**config.mk**
```make
export PLATFORM = sky130hd
export DESIGN_NAME = fifo_wr_ptr_full_flat
export DESIGN_NICKNAME = d
export VERILOG_FILES = /design/src/rtl/fifo_pkg.sv /design/src/rtl/fifo_wr_ptr_full_if.sv /design/src/rtl/fifo_wr_ptr_full_gray_to_bin.sv /design/src/rtl/fifo_wr_ptr_full.sv /design/src/flat_wrapper.sv
export SDC_FILE = /design/constraint.sdc
export NUM_CORES = 1
export LEC_CHECK = 0
export CORE_MARGIN = 2
export CORE_UTILIZATION = 43
export DETAILED_ROUTE_END_ITERATION = 10
export GPL_TIMING_DRIVEN = 0
export HOLD_SLACK_MARGIN = 0.02
export PLACE_DENSITY_LB_ADDON = 0.05
export SLEW_MARGIN = 25
export SYNTH_ARGS = -nofsm -noshare
export SYNTH_HDL_FRONTEND = slang
export SYNTH_HIERARCHICAL = 1
export SYNTH_SLANG_ARGS = --single-unit
```
**constraint.sdc**
```tcl
create_clock -name CLK -period 5.75 [get_ports CLK]
set_clock_uncertainty 0.05 [all_clocks]
set_input_delay 1.15 -clock CLK [delete_from_list [all_inputs] [get_ports CLK]]
set_output_delay 1.15 -clock CLK [all_outputs]
set_load 0.005 [all_outputs]
```
**src/rtl/fifo_pkg.sv**
```systemverilog
// Shared async-FIFO definitions: default geometry and Gray-to-binary helper
// used by both the write-side full block and the read-side empty block.
package fifo_pkg;

  localparam int unsigned FIFO_ADDR_WIDTH = 3;
  localparam int unsigned FIFO_DEPTH      = 2 ** FIFO_ADDR_WIDTH;
  localparam int unsigned FIFO_PTR_WIDTH  = FIFO_ADDR_WIDTH + 1;

  typedef logic [FIFO_PTR_WIDTH-1:0] fifo_ptr_t;

  function automatic fifo_ptr_t gray2bin(input fifo_ptr_t g);
    fifo_ptr_t b;
    b = '0;
    for (int unsigned i = 0; i < FIFO_PTR_WIDTH; i++) begin
      b[i] = ^(g >> i);
    end
    return b;
  endfunction

endpackage

```
**src/rtl/fifo_wr_ptr_full_if.sv**
```systemverilog
// Write-domain bundle between the producer (master) and the write-pointer/full
// controller (slave); the synchronized read pointer travels with it.
interface fifo_wr_ptr_full_if
  import fifo_pkg::*;
#(
  parameter int unsigned ADDR_WIDTH = FIFO_ADDR_WIDTH
);

  logic                  W_INC;
  logic                  CLR_OVF;
  logic [ADDR_WIDTH:0]   RD_PTR_SYNC;
  logic [ADDR_WIDTH:0]   W_PTR;
  logic [ADDR_WIDTH-1:0] W_ADDR;
  logic                  W_EN;
  logic                  FULL;
  logic                  ALMOST_FULL;
  logic [ADDR_WIDTH:0]   FILL_LEVEL;
  logic                  OVERFLOW;

  modport master (
    output W_INC, CLR_OVF, RD_PTR_SYNC,
    input  W_PTR, W_ADDR, W_EN, FULL, ALMOST_FULL, FILL_LEVEL, OVERFLOW
  );

  modport slave (
    input  W_INC, CLR_OVF, RD_PTR_SYNC,
    output W_PTR, W_ADDR, W_EN, FULL, ALMOST_FULL, FILL_LEVEL, OVERFLOW
  );

endinterface

```
**src/rtl/fifo_wr_ptr_full_gray_to_bin.sv**
```systemverilog
// Purely combinational Gray-to-binary converter of parameterized width.
module gray_to_bin #(
  parameter int unsigned WIDTH = 4
) (
  input  logic [WIDTH-1:0] i_gray,
  output logic [WIDTH-1:0] o_bin
);

  // Each binary bit is the XOR of all Gray bits at and above it.
  always_comb begin
    o_bin = '0;
    for (int unsigned i = 0; i < WIDTH; i++) begin
      o_bin[i] = ^(i_gray >> i);
    end
  end

endmodule

```
**src/rtl/fifo_wr_ptr_full.sv**
```systemverilog
// Write-domain control of the async FIFO: binary write pointer, write gating,
// registered FULL / ALMOST_FULL / fill level and sticky overflow.
module fifo_wr_ptr_full
  import fifo_pkg::*;
#(
  parameter int unsigned ADDR_WIDTH = FIFO_ADDR_WIDTH,
  parameter int unsigned AF_THRESH  = 6
) (
  input  logic              CLK,
  input  logic              RST,
  fifo_wr_ptr_full_if.slave bus
);

  localparam int unsigned PTR_W = ADDR_WIDTH + 1;
  localparam int unsigned DEPTH = 2 ** ADDR_WIDTH;

  logic [PTR_W-1:0] r_wptr;
  logic [PTR_W-1:0] r_fill;
  logic             r_full;
  logic             r_af;
  logic             r_ovf;

  logic             w_en;
  logic [PTR_W-1:0] w_rptr_bin;
  logic [PTR_W-1:0] w_next;
  logic [PTR_W-1:0] w_fill;

  gray_to_bin #(.WIDTH(PTR_W)) u_rptr_g2b (
    .i_gray (bus.RD_PTR_SYNC),
    .o_bin  (w_rptr_bin)
  );

  assign w_en   = bus.W_INC & ~r_full & RST;
  assign w_next = r_wptr + PTR_W'(w_en);
  // Flags come from the post-write pointer so a filling write blocks the very next request.
  assign w_fill = w_next - w_rptr_bin;

  always_ff @(posedge CLK) begin
    if (!RST) begin
      r_wptr <= '0;
      r_fill <= '0;
      r_full <= 1'b0;
      r_af   <= 1'b0;
      r_ovf  <= 1'b0;
    end else begin
      r_wptr <= w_next;
      r_fill <= w_fill;
      r_full <= (w_fill == PTR_W'(DEPTH));
      r_af   <= (w_fill >= PTR_W'(AF_THRESH));
      if (bus.W_INC && r_full) begin
        r_ovf <= 1'b1;
      end else if (bus.CLR_OVF) begin
        r_ovf <= 1'b0;
      end
    end
  end

  assign bus.W_PTR       = r_wptr;
  assign bus.W_ADDR      = r_wptr[ADDR_WIDTH-1:0];
  assign bus.W_EN        = w_en;
  assign bus.FULL        = r_full;
  assign bus.ALMOST_FULL = r_af;
  assign bus.FILL_LEVEL  = r_fill;
  assign bus.OVERFLOW    = r_ovf;

endmodule

```
**src/flat_wrapper.sv**
```systemverilog
// flat-port wrapper written by rule: the top's interface ports become plain ports
module fifo_wr_ptr_full_flat import fifo_pkg::*;
#(
  parameter int unsigned ADDR_WIDTH = FIFO_ADDR_WIDTH,
  parameter int unsigned AF_THRESH  = 6
)
  (CLK, RST, bus_W_INC, bus_CLR_OVF, bus_RD_PTR_SYNC, bus_W_PTR, bus_W_ADDR, bus_W_EN, bus_FULL, bus_ALMOST_FULL, bus_FILL_LEVEL, bus_OVERFLOW);
  fifo_wr_ptr_full_if #(.ADDR_WIDTH(ADDR_WIDTH)) bus_i ();
  input  logic CLK;
  input  logic RST;
  input wire logic [$bits(bus_i.W_INC)-1:0] bus_W_INC;
  input wire logic [$bits(bus_i.CLR_OVF)-1:0] bus_CLR_OVF;
  input wire logic [$bits(bus_i.RD_PTR_SYNC)-1:0] bus_RD_PTR_SYNC;
  output wire logic [$bits(bus_i.W_PTR)-1:0] bus_W_PTR;
  output wire logic [$bits(bus_i.W_ADDR)-1:0] bus_W_ADDR;
  output wire logic [$bits(bus_i.W_EN)-1:0] bus_W_EN;
  output wire logic [$bits(bus_i.FULL)-1:0] bus_FULL;
  output wire logic [$bits(bus_i.ALMOST_FULL)-1:0] bus_ALMOST_FULL;
  output wire logic [$bits(bus_i.FILL_LEVEL)-1:0] bus_FILL_LEVEL;
  output wire logic [$bits(bus_i.OVERFLOW)-1:0] bus_OVERFLOW;
  assign bus_i.W_INC = bus_W_INC;
  assign bus_i.CLR_OVF = bus_CLR_OVF;
  assign bus_i.RD_PTR_SYNC = bus_RD_PTR_SYNC;
  assign bus_W_PTR = bus_i.W_PTR;
  assign bus_W_ADDR = bus_i.W_ADDR;
  assign bus_W_EN = bus_i.W_EN;
  assign bus_FULL = bus_i.FULL;
  assign bus_ALMOST_FULL = bus_i.ALMOST_FULL;
  assign bus_FILL_LEVEL = bus_i.FILL_LEVEL;
  assign bus_OVERFLOW = bus_i.OVERFLOW;
  fifo_wr_ptr_full #(.ADDR_WIDTH(ADDR_WIDTH), .AF_THRESH(AF_THRESH)) u_core (.CLK(CLK), .RST(RST), .bus(bus_i));
endmodule
```
[Word-level counts from Yosys, hierarchy flattened]
Index checks and enable logic that the tools add are counted.
Operators by class
  multiplexer cells: 2
  equality and inequality tests: 1
  reduce and logical (&&, ||, !) cells: 6
  $add $sub $neg: 2
  order comparisons: 1
  bitwise gates (word level): 3
Operators by type and width (number)
  4-bit XOR reduction: 4
  4-bit by 1-bit adder with 4-bit output: 1
  4-bit equality test, second input constant: 1
  4-bit by 3-bit greater-or-equal comparator with 1-bit output, second input constant: 1
  4-bit subtractor: 1
  1-bit bitwise AND: 2
  1-bit two-way mux: 2
  2-bit nonzero test: 1
  1-bit logical AND: 1
  1-bit inverter: 1
Storage, ports and cells
  logic and storage cells: 20
  input bits: 8
  register bits: 11

[Depth between registers and ports, before layout]
  word-level depth: 6
  depth in mapped cells: 10
  gate-level depth less buffers: 10

[Modules after synthesis]
Netlist, hierarchy kept.
By module, submodules not included
  fifo_wr_ptr_full: instances 1, cells each 49, seq. area each 220.2 µm², area each 509.2 µm²
  gray_to_bin: instances 1, cells each 5, seq. area each 0.0 µm², area each 50.0 µm²

[Worst setup path after synthesis]
OpenSTA, ideal clock, no wires.
  kind: input -> register
  start: input RST
  end: register u_core.r_af (netlist: u_core/bus.ALMOST_FULL)
  data required time: 5.585 ns
  buffers on the path: 0
  library setup time: 0.115 ns
  setup slack: 2.641 ns
  arrival: 2.944 ns
  stages: 10
  path through: inv_1 nor3b_1 ha_1 ha_1 xor2_1 ha_1 a21oi_1 o21ai_0 xnor3_1 o21a_1
Between the ends
  word-level cells in the longest chain between the ends: 4
RTL lines
  from (decl): line flat_wrapper.sv:10  | input logic RST;
  1-bit bitwise AND: line fifo_wr_ptr_full.sv:33  | assign w_en = bus.W_INC & ~r_full & RST;
  net bus_W_EN: line flat_wrapper.sv:16  | output wire logic [$bits(bus_i.W_EN)-1:0] bus_W_EN;
  4-bit by 1-bit adder with 4-bit output: line fifo_wr_ptr_full.sv:34  | assign w_next = r_wptr + PTR_W'(w_en);
  net u_core.w_next[2]: line fifo_wr_ptr_full.sv:25  | logic [PTR_W-1:0] w_next;
  4-bit subtractor: line fifo_wr_ptr_full.sv:36  | assign w_fill = w_next - w_rptr_bin;
  4-bit by 3-bit greater-or-equal comparator with 1-bit output: line fifo_wr_ptr_full.sv:49  | r_af <= (w_fill >= PTR_W'(AF_THRESH));
  to (signal assigned): line fifo_wr_ptr_full.sv:49
  to (decl): line fifo_wr_ptr_full.sv:20  | logic r_af;
The timed path passes the listed nets, and every way through them passes these cells.
A chain may end at the register's enable or synchronous reset.

[Final worst setup path]
  start: input RST
  end: output bus_W_EN
Between the ends
  word-level cells in the longest chain between the ends: 1
RTL lines (line)
  1-bit bitwise AND: fifo_wr_ptr_full.sv:33
  to (decl): flat_wrapper.sv:16
No other way between the ends.

==> flow_summary.ini <==
[run_status]
status = completed

[timing]
max_freq_mhz = 252
post-route-period-util_pct = 68.9
fin_ws_ps = 1790
slew_viol_final = 0
final-hold-violation-count = 0
finalSetupViolations = 0
worstMarginPinSlew_ps = 340
min_period_ps = 3960
worst_hold_slack_ps = 426
fin_setup_tns_ps = 0
rsz0062_at_grt = false
max_slew_margin_pct = 77.3

[power]
p_leak_nw = 0.373
power.density_nw_per_um2 = 250
peakVddDrop_v = 0.000159
power_mw = 0.206

[worst_hold_path]
min_to = u_core/bus.OVERFLOW
whs_path_depth = 2
hp-class = reg2reg
hp-start = u_core/bus.OVERFLOW

[finish]
diodes = 0
final_common_cell = clkdlybuf4s50_1
fillers = 113
nNetsFinal = 95
most-common-layout-cells = clkdlybuf4s50_1 (22), dfxtp_1 (11), nor2_1 (6), inv_1 (5), ha_1 (5)
area_growth_pct = 47.2
final_cell_area_um2 = 823
drive_above_1_share_pct = 13.8

[placement]
post-place-ws_ps = 1760
dpl_cell_area_um2 = 797
routabilityCongestion = 0.761
dp_hpwl_um = 824
io_buffer_count = 22

[cts]
ctsHoldBuffers = 0
clk_latency_ps = 250
cts_tree = done
htreeDepth = 1
clockRootBuffer = clkbuf_4
cts_buffers = 3
clk_path_buf_depth = 2
post_cts_resized = 0
cts_sinks = 11
cts_setup_buffers = 0
path_clk_slew_ps = 60

[detailed_routing]
drt_iter0_markers = 2
drc = 0
wl_met3_um = 80
met2WireLength_um = 467
met1_length_um = 402
num_vias = 428
drtPass1Iterations = 2
top_layer_used = met3
ant_nets = 0
wl_per_cell_um = 10.1
vias_per_cell = 4.55
totalWireLength_um = 951

[critical_path]
crit_required_ps = 4550
rrSetupSlack_ps = 3340
critical_path_peak_fanout = 7
end_kind = output port
worstReg2RegStart = u_core/bus.FULL
r2r-end = u_core/bus.ALMOST_FULL
startpoint_type = input port
arrival_ps = 2760
critical_path_class = in2out
reg2regPathDepth = 9

[yosys]
synth_top_area_share_pct = 39.4
syn_inst = 54
synth_top_cell_by_area = dfxtp_1
ys_types = 21
synth_nets = 68
yosysWarningCount = 6
ys_seq_area_share_pct = 39.4
synthTopCellsByArea = dfxtp_1 (39%), ha_1 (11%), buf_4 (5.4%)
synth_area_per_cell_um2 = 10.4
netlist_area_um2 = 559
synth-seq-cells = 11

[global_route]
grt_pass1_wl_um = 1550
first_global_vias = 374
grt_max_degree = 8
grt-ovfl-total = 0
track_usage_pct = 15.3
antenna_found_initial = 0

[flow_run]
maxCapViolCount = 0

[die]
die_h_um = 40.1
die_width_um = 40.1
start_util_pct = 48.4
core-area_um2 = 1160
dieArea_um2 = 1610
rows = 12
ios = 23
[how the worst max path moves through the flow]
stage / to / from / slack, ps / cells past startpoint
2_1_floorplan: u_core/bus.ALMOST_FULL / RST / 2640 / 10
3_3_place_gp: bus_W_EN / RST / 1850 / 4
3_5_place_dp: bus_W_EN / RST / 1760 / 4
4_1_cts: bus_W_EN / RST / 1760 / 4
5_1_grt: bus_W_EN / RST / 1670 / 4
6_report: bus_W_EN / RST / 1790 / 4
[area by class of cell]
class                      instances  area, um^2  share of cell area (%)
clock buffer                       4        26.3                    3.19
sequential                        11         220                    26.7
buffer                             4        30.0                    3.65
timing repair buffer              22         220                    26.7
multi-input combinational         34         290                    35.3
inverter                           5        18.8                    2.28
tap                               14        17.5                    2.13
[state kept, by name, indices dropped and copies added, names as in the netlist]
| signal | flops |
|---|---|
| u_core/bus.FULL | 1 |
| u_core/bus.ALMOST_FULL | 1 |
| u_core/bus.FILL_LEVEL | 4 |
| u_core/bus.W_PTR | 4 |
| u_core/bus.OVERFLOW | 1 |
[critical path, cell delays in order]
cell             delay [ps]
clkdlybuf4s50_1         540
inv_1                   140
nor3b_1                 350
clkdlybuf4s50_1         580
[through the flow]
stage / cells / util, %
after floorplan: 54 / -
after global placement: 90 / 68.9
after detailed placement: 90 / 68.9
after CTS: 94 / 71.2
after global routing: 94 / 71.2
final: 94 / 71.2
[routing by layer]
metal	track usage, %	vias up
li1	-	220
met1	17.0	190
met2	24.6	18
met3	6.67	0
met4	7.76	0
met5	0	-
[power breakdown]
group | internal [mW] | switching [mW]
clock | 0.0268 | 0.0221
combinational | 0.0405 | 0.0275
sequential | 0.0858 | 0.00330
total | 0.153 | 0.0529
[synth_stat cells, drive strengths merged]
cell    count
fa          1
inv         5
nand3       1
buf         4
nor2        6
nand2       2
nor3b       1
nand2b      1
and2        3
dfxtp      11
ha          5
xor2        4
a21oi       2
xnor3       1
o21ai       1
xnor2       3
o21a        1
and3        2
[cell families (layout without fill, tap and decap cells)]
| logic type | Yosys count | after routing | synth area share, % |
|---|---|---|---|
| AOI/OAI and AO/OA | 4 | 4 | 4.03 |
| adders and majority gates | 6 | 6 | 14.8 |
| DFF | 11 | 11 | 39.4 |
| and+or+nand+nor | 16 | 16 | 15.4 |
| buffers and inverters | 9 | 35 | 8.73 |
| xor gates and xnor gates | 8 | 8 | 17.7 |
(Power assumes the default switching activity.)
